## config.mk

```make
export PLATFORM = sky130hd
export DESIGN_NAME = lut_coeff_ram
export DESIGN_NICKNAME = d
export VERILOG_FILES = /design/src/rtl/lut_coeff_ram.sv
export SDC_FILE = /design/constraint.sdc
export NUM_CORES = 2
export LEC_CHECK = 0
export CORE_AREA = 4 4 333 335
export CTS_CLUSTER_SIZE = 14
export DETAILED_ROUTE_END_ITERATION = 12
export DIE_AREA = 0 0 337 339
export PLACE_DENSITY = 0.63
export SLEW_MARGIN = 20
export SYNTH_ARGS = -nofsm -noshare
export SYNTH_HDL_FRONTEND = slang
export SYNTH_SLANG_ARGS = --single-unit
```

## constraint.sdc

```tcl
create_clock -name clka -period 52.2 [get_ports clka]
set_clock_uncertainty 0.2 [all_clocks]
set_input_delay 7.83 -clock clka [delete_from_list [all_inputs] [get_ports clka]]
set_output_delay 7.83 -clock clka [all_outputs]
set_load 0.02 [all_outputs]
```

## src/rtl/lut_coeff_ram.sv

```systemverilog
// Single-port synchronous coefficient RAM for the tanh slope/intercept tables.
// Contents reload from INIT_BASE/INIT_STEP on reset; selectable write mode.
module lut_coeff_ram #(
    parameter int                DATA_W     = 32,
    parameter int                ADDR_W     = 5,
    parameter logic [DATA_W-1:0] INIT_BASE  = 32'h0001_0000,
    parameter logic [DATA_W-1:0] INIT_STEP  = 32'hFFFF_F800,
    parameter int                WRITE_MODE = 0
) (
    input  logic              clka,
    input  logic              rsta,
    input  logic              ena,
    input  logic [0:0]        wea,
    input  logic [ADDR_W-1:0] addra,
    input  logic [DATA_W-1:0] dina,
    output logic [DATA_W-1:0] douta
);

    localparam int DEPTH = 2 ** ADDR_W;

    localparam int MODE_WRITE_FIRST = 0;
    localparam int MODE_READ_FIRST  = 1;
    localparam int MODE_NO_CHANGE   = 2;

    logic [DATA_W-1:0] mem [DEPTH];

    function automatic logic [DATA_W-1:0] init_word(input int idx);
        logic [DATA_W-1:0] k;
        k = DATA_W'(idx);
        return INIT_BASE + k * INIT_STEP;
    endfunction

    logic do_write;
    logic do_read;

    assign do_write = ena & wea[0];
    assign do_read  = ena & ~wea[0];

    always_ff @(posedge clka or posedge rsta) begin
        if (rsta) begin
            for (int i = 0; i < DEPTH; i++) begin
                mem[i] <= init_word(i);
            end
        end else if (do_write) begin
            mem[addra] <= dina;
        end
    end

    // The old word is sampled in the same edge as the write, so read-first
    // sees pre-write contents without any bypass.
    always_ff @(posedge clka or posedge rsta) begin
        if (rsta) begin
            douta <= '0;
        end else if (do_read) begin
            douta <= mem[addra];
        end else if (do_write) begin
            case (WRITE_MODE)
                MODE_WRITE_FIRST: douta <= dina;
                MODE_READ_FIRST:  douta <= mem[addra];
                MODE_NO_CHANGE:   douta <= douta;
                default:          douta <= douta;
            endcase
        end
    end

endmodule

```

Word level (Yosys, flattened, before mapping)
Index checks and enable logic that the tools add are counted.
{"block": "op_classes", "magnitude_cmp": 2, "n_mux": 8, "n_bitwise": 4, "reduce_logical": 2}
{"operator": "1024-bit bitwise mux", "count": 1}
{"operator": "32-bit binary-select mux with 5-bit select", "count": 1}
{"operator": "32-bit demux with 5-bit select", "count": 1}
{"operator": "32-bit 2-to-1 mux", "count": 5}
{"operator": "6-bit >= comparator (second input constant)", "count": 1}
{"operator": "6-bit by 1-bit < comparator with 1-bit output (second input constant)", "count": 1}
{"operator": "5-bit NOT with 6-bit output", "count": 1}
{"operator": "1-bit bitwise AND", "count": 2}
{"operator": "2-bit nonzero test", "count": 1}
{"operator": "1-bit logical AND", "count": 1}
{"operator": "1-bit NOT", "count": 1}
{"block": "word_totals", "reg_bits": 1056, "in_bits": 41, "out_inout_bits": 32, "wordCells": 49}

Logic depth before layout (Yosys ltp)
{"block": "logic_depth", "depth_word": 6, "ltp_mapped": 9}

Least setup slack after synthesis
Ideal clock, no wire load.
{"block": "synth_path", "path_type": "in2reg", "startpoint": "input addra[1]", "endpoint": "register douta[10]", "setup_time_ps": 132, "arrival_ps": 9247, "setup_slack_ps": 42621, "path_stages": 8, "cell_sequence": "buf_6 -> buf_6 -> buf_2 -> mux2i_1 -> o22ai_1 -> or4_1 -> nor3_2 -> a21oi_2"}
{"block": "synth_between", "elab_chain_len": 5}
{"element": "from (decl)", "line": "14", "rtl": "input logic [ADDR_W-1:0] addra,"}
{"element": "5-bit NOT with 6-bit output (implied by the code)", "line": "55", "rtl": "douta <= mem[addra];"}
{"element": "32-bit binary-select mux with 5-bit select", "line": "55"}
{"element": "32-bit 2-to-1 mux (implied by the code) (2 in a row)", "line": "55"}
{"element": "32-bit 2-to-1 mux", "line": "54", "rtl": "end else if (do_read) begin"}
{"element": "to (signal assigned)", "line": "55"}
{"element": "to (signal assigned)", "line": "58", "rtl": "MODE_WRITE_FIRST: douta <= dina;"}
{"element": "to (signal assigned)", "line": "59", "rtl": "MODE_READ_FIRST: douta <= mem[addra];"}
{"element": "to (decl)", "line": "16", "rtl": "output logic [DATA_W-1:0] douta"}
Every way passes these cells. The select of a mux whose other input is x is not followed.
A chain may end at the register's enable or synchronous reset.

==> results by group <==
Outcome
  • Outcome: completed

Route
  • DRT Wirelength: 133800 µm
  • Drt pass-1 iters: 6
  • Vias per inst: 5.933
  • Vias: 29.06k
  • Final ANT Viol Nets: 0
  • Average wire per standard cell: 27.31 µm
  • Iter 0 DRT Violations: 2328
  • Residual DRC: 0

Timing
  • Max Freq: 85.16 MHz
  • Slew Viols, Final: 0
  • Slew Limit Headroom: 0.2102
  • Final Hold Viols: 0
  • Final period util: 0.2250
  • Final setup viols: 0
  • Tmin final: 11740 ps
  • Worst-Margin Slew: between 1000 and 1500 ps
  • Setup TNS: 0 ps
  • Worst setup margin: 40460 ps
  • RSZ-0062 raised after global routing: false

Pwr
  • Max IR drop VDD: 0.00002647 V
  • Pwr dens: 37.62 nW/µm²
  • Lkg Pwr: around 0.025 µW

Global routing
  • Total gr overflow: 0
  • Largest net degree at the start of global routing: 168
  • Initial antenna violation count: 7
  • Vias in the first global route: 29.67k
  • First-pass GRT wire length: around 200000 µm
  • Total track usage: 0.2335
  • Met3 Use GR: 0.03670
  • Met1 Use GR: 0.3397
  • Most Crowded Layer GR: met2
  • M2 GR Usage: 0.3683

Clock network
  • Setup Buffers After CTS: 0
  • CTS tree: built
  • Clock transition at path regs: 60 ps
  • Post-CTS Hold Fix Bufs: 0
  • Post-CTS sizing: 0
  • Clk sinks: 1056
  • Max Buffers Root-to-Sink: 3
  • Clk_lat worst skew: 690 ps
  • H-tree depth: 3
  • CTS Buf Count: 111
  • CTS Root Cell: clkbuf_16

Placement
  • HPWL Detailed: 71090 µm
  • Pre-CTS setup slack: 39570 ps
  • IO Port Bufs: 72
  • Routability congestion estimate from global placement: around 0.76

Critical path
  • Reg-to-reg slack, setup: about 50000 ps
  • WP data arrival: 12240 ps
  • CP Data Required Time: 52700 ps
  • FF-to-FF path depth: 5
  • Worst reg2reg path startpoint: mem[304]
  • Reg2reg end: douta[16]
  • Crit path max fanout: roughly 160
  • Worst Path Class, Setup: primary input to async pin
  • Crit. End Element: async pin
  • Startpoint Class: primary input

Synthesis
  • Post-Synthesis Cells: between 3k and 4k
  • Mapped Nets: 3514
  • Post-synthesis register bit count: ~1.1k
  • Cell Area, Synth: 48370 µm²
  • Largest cells by area after synthesis: dfrtp_1 (50%), mux2_2 (23%), mux2i_1 (11%)
  • Main synth FF type: dfrtp_1
  • Synth Warn #: 0
  • Synth cell types: 36
  • Synthesized area per cell: 13.93 µm²
  • Ys async rst share: 1.000
  • Synth top area share: 0.5044
  • Number of flops mapped to enable cells by yosys: 0
  • Synth area leader: dfrtp_1
  • Post-synthesis sequential area ratio: 0.5484

Floorplan
  • Rows: roughly 120
  • Die Span Y: about 340 µm
  • Die footprint: 114200 µm²
  • Initial Util: 0.4475
  • I/O pin cnt: 73
  • Die width: between 300 and 400 µm
  • Core area: 108100 µm²

Worst hold path
  • Min-Delay Path Class: flop to flop
  • WHS Endpoint: mem[337]
  • Hold Path Origin: mem[337]
  • Hold Crit Depth: 1

Cells and area
  • Most frequent cells in the layout: dfrtp_1 (975), mux2_2 (974), mux2i_1 (512)
  • Most common cell after layout, fill and taps aside: dfrtp_1
  • Layout area overhead: 10.57%
  • Fraction of layout cells with a size suffix above 1: 0.4024
  • Nets@finish: 3433

Flow run
  • Total of max-cap violations: 0
-- synthesized netlist by cell type (2+ instances only) --
cell / number
nand3_1: 5
nor2_1: 59
o22ai_1: 225
nor2_4: 10
mux2_2: 974
a21oi_2: 10
nor2_2: 11
inv_1: 2
nand3b_1: 33
or4_1: 33
buf_1: 4
nand4b_1: 3
a21oi_1: 22
dfrtp_1: 975
mux2i_1: 512
nor4_1: 32
nor3_1: 22
nor3_2: 17
buf_6: 21
mux2_1: 50
dfstp_2: 81
o21ai_0: 31
nand4bb_1: 6
buf_4: 41
clkbuf_1: 131
nand2_1: 16
or4b_1: 4
nand4_1: 2
nor3b_2: 2
buf_2: 133
-- metal layers --
layer	vias to the layer above	share of wire	routed length, µm
met5	-	0.00035	47
met4	6	0.021	2794
met3	190	0.051	6859
met1	15670	0.47	62250
met2	667	0.46	61830
li1	12530	-	-
-- where the power goes --
group / internal (µW) / switching (µW) / total (µW)
Sequential: 933 / 53.4 / 986
Combinational: 123 / 110 / 233
Clock: 462 / 331 / 793
-- state kept, by name, summed over array words and instances (netlist names) --
name / flops
douta: 32
mem: 1024
-- critical path, cell delays in order --
cell and delay [ps]:
clkdlybuf4s50_1 490, inv_8 480, buf_12 700, buf_4 830, buf_4 790, buf_4 840
-- layout make-up --
class | count | area [µm²]
Inverter | 2 | 15.01
Multi-Input combinational cell | 2083 | 20370
Tap cell | 1414 | 1769
Timing Repair Buffer | 138 | 1141
Clock inverter | 25 | 302.8
Clock buffer | 178 | 3349
Fill cell | 9449 | 54620
Antenna cell | 2 | 5.005
Sequential cell | 1056 | 26530
-- stage by stage --
step | power (µW) | cell area, µm² | instances | hold WS (ps) | utilization
after detailed placement | 1235 | 49890 | 4692 | 274.0 | 0.4616
final | 2012 | 53480 | 4898 | 283.8 | 0.4947
after CTS | 2031 | 53550 | 4895 | 287.2 | 0.4954
after floorplan | 1174 | 48370 | 3473 | 257.4 | -
after global placement | 1227 | 49920 | 4692 | 266.1 | 0.4618
after global routing | 2099 | 53470 | 4896 | 294.4 | 0.4947
-- worst max path at each step --
stage	from	to	slack, ps	depth (start not counted)
2_1_floorplan	rsta	douta[0]	14580	1
4_1_cts	rsta	mem[296]	40330	6
3_3_place_gp	rsta	mem[1000]	39560	6
6_report	rsta	mem[574]	40460	6
3_5_place_dp	rsta	mem[1000]	39570	6
5_1_grt	rsta	mem[958]	39810	6
-- cells by family (layout without fill, tap and decap cells) --
| kind of cell | Yosys count | in the layout | share of synthesized area |
|---|---|---|---|
| muxes | 1536 | 1536 | 0.3444 |
| DFF | 1056 | 1056 | 0.5484 |
| buffers and inverters | 334 | 343 | 0.03606 |
| AOI/OAI and AO/OA | 288 | 288 | 0.03640 |
| and+or+nand+nor | 259 | 259 | 0.03474 |
| other | 0 | 2 | 0 |
Note: power is estimated with default switching activity, not from simulation.
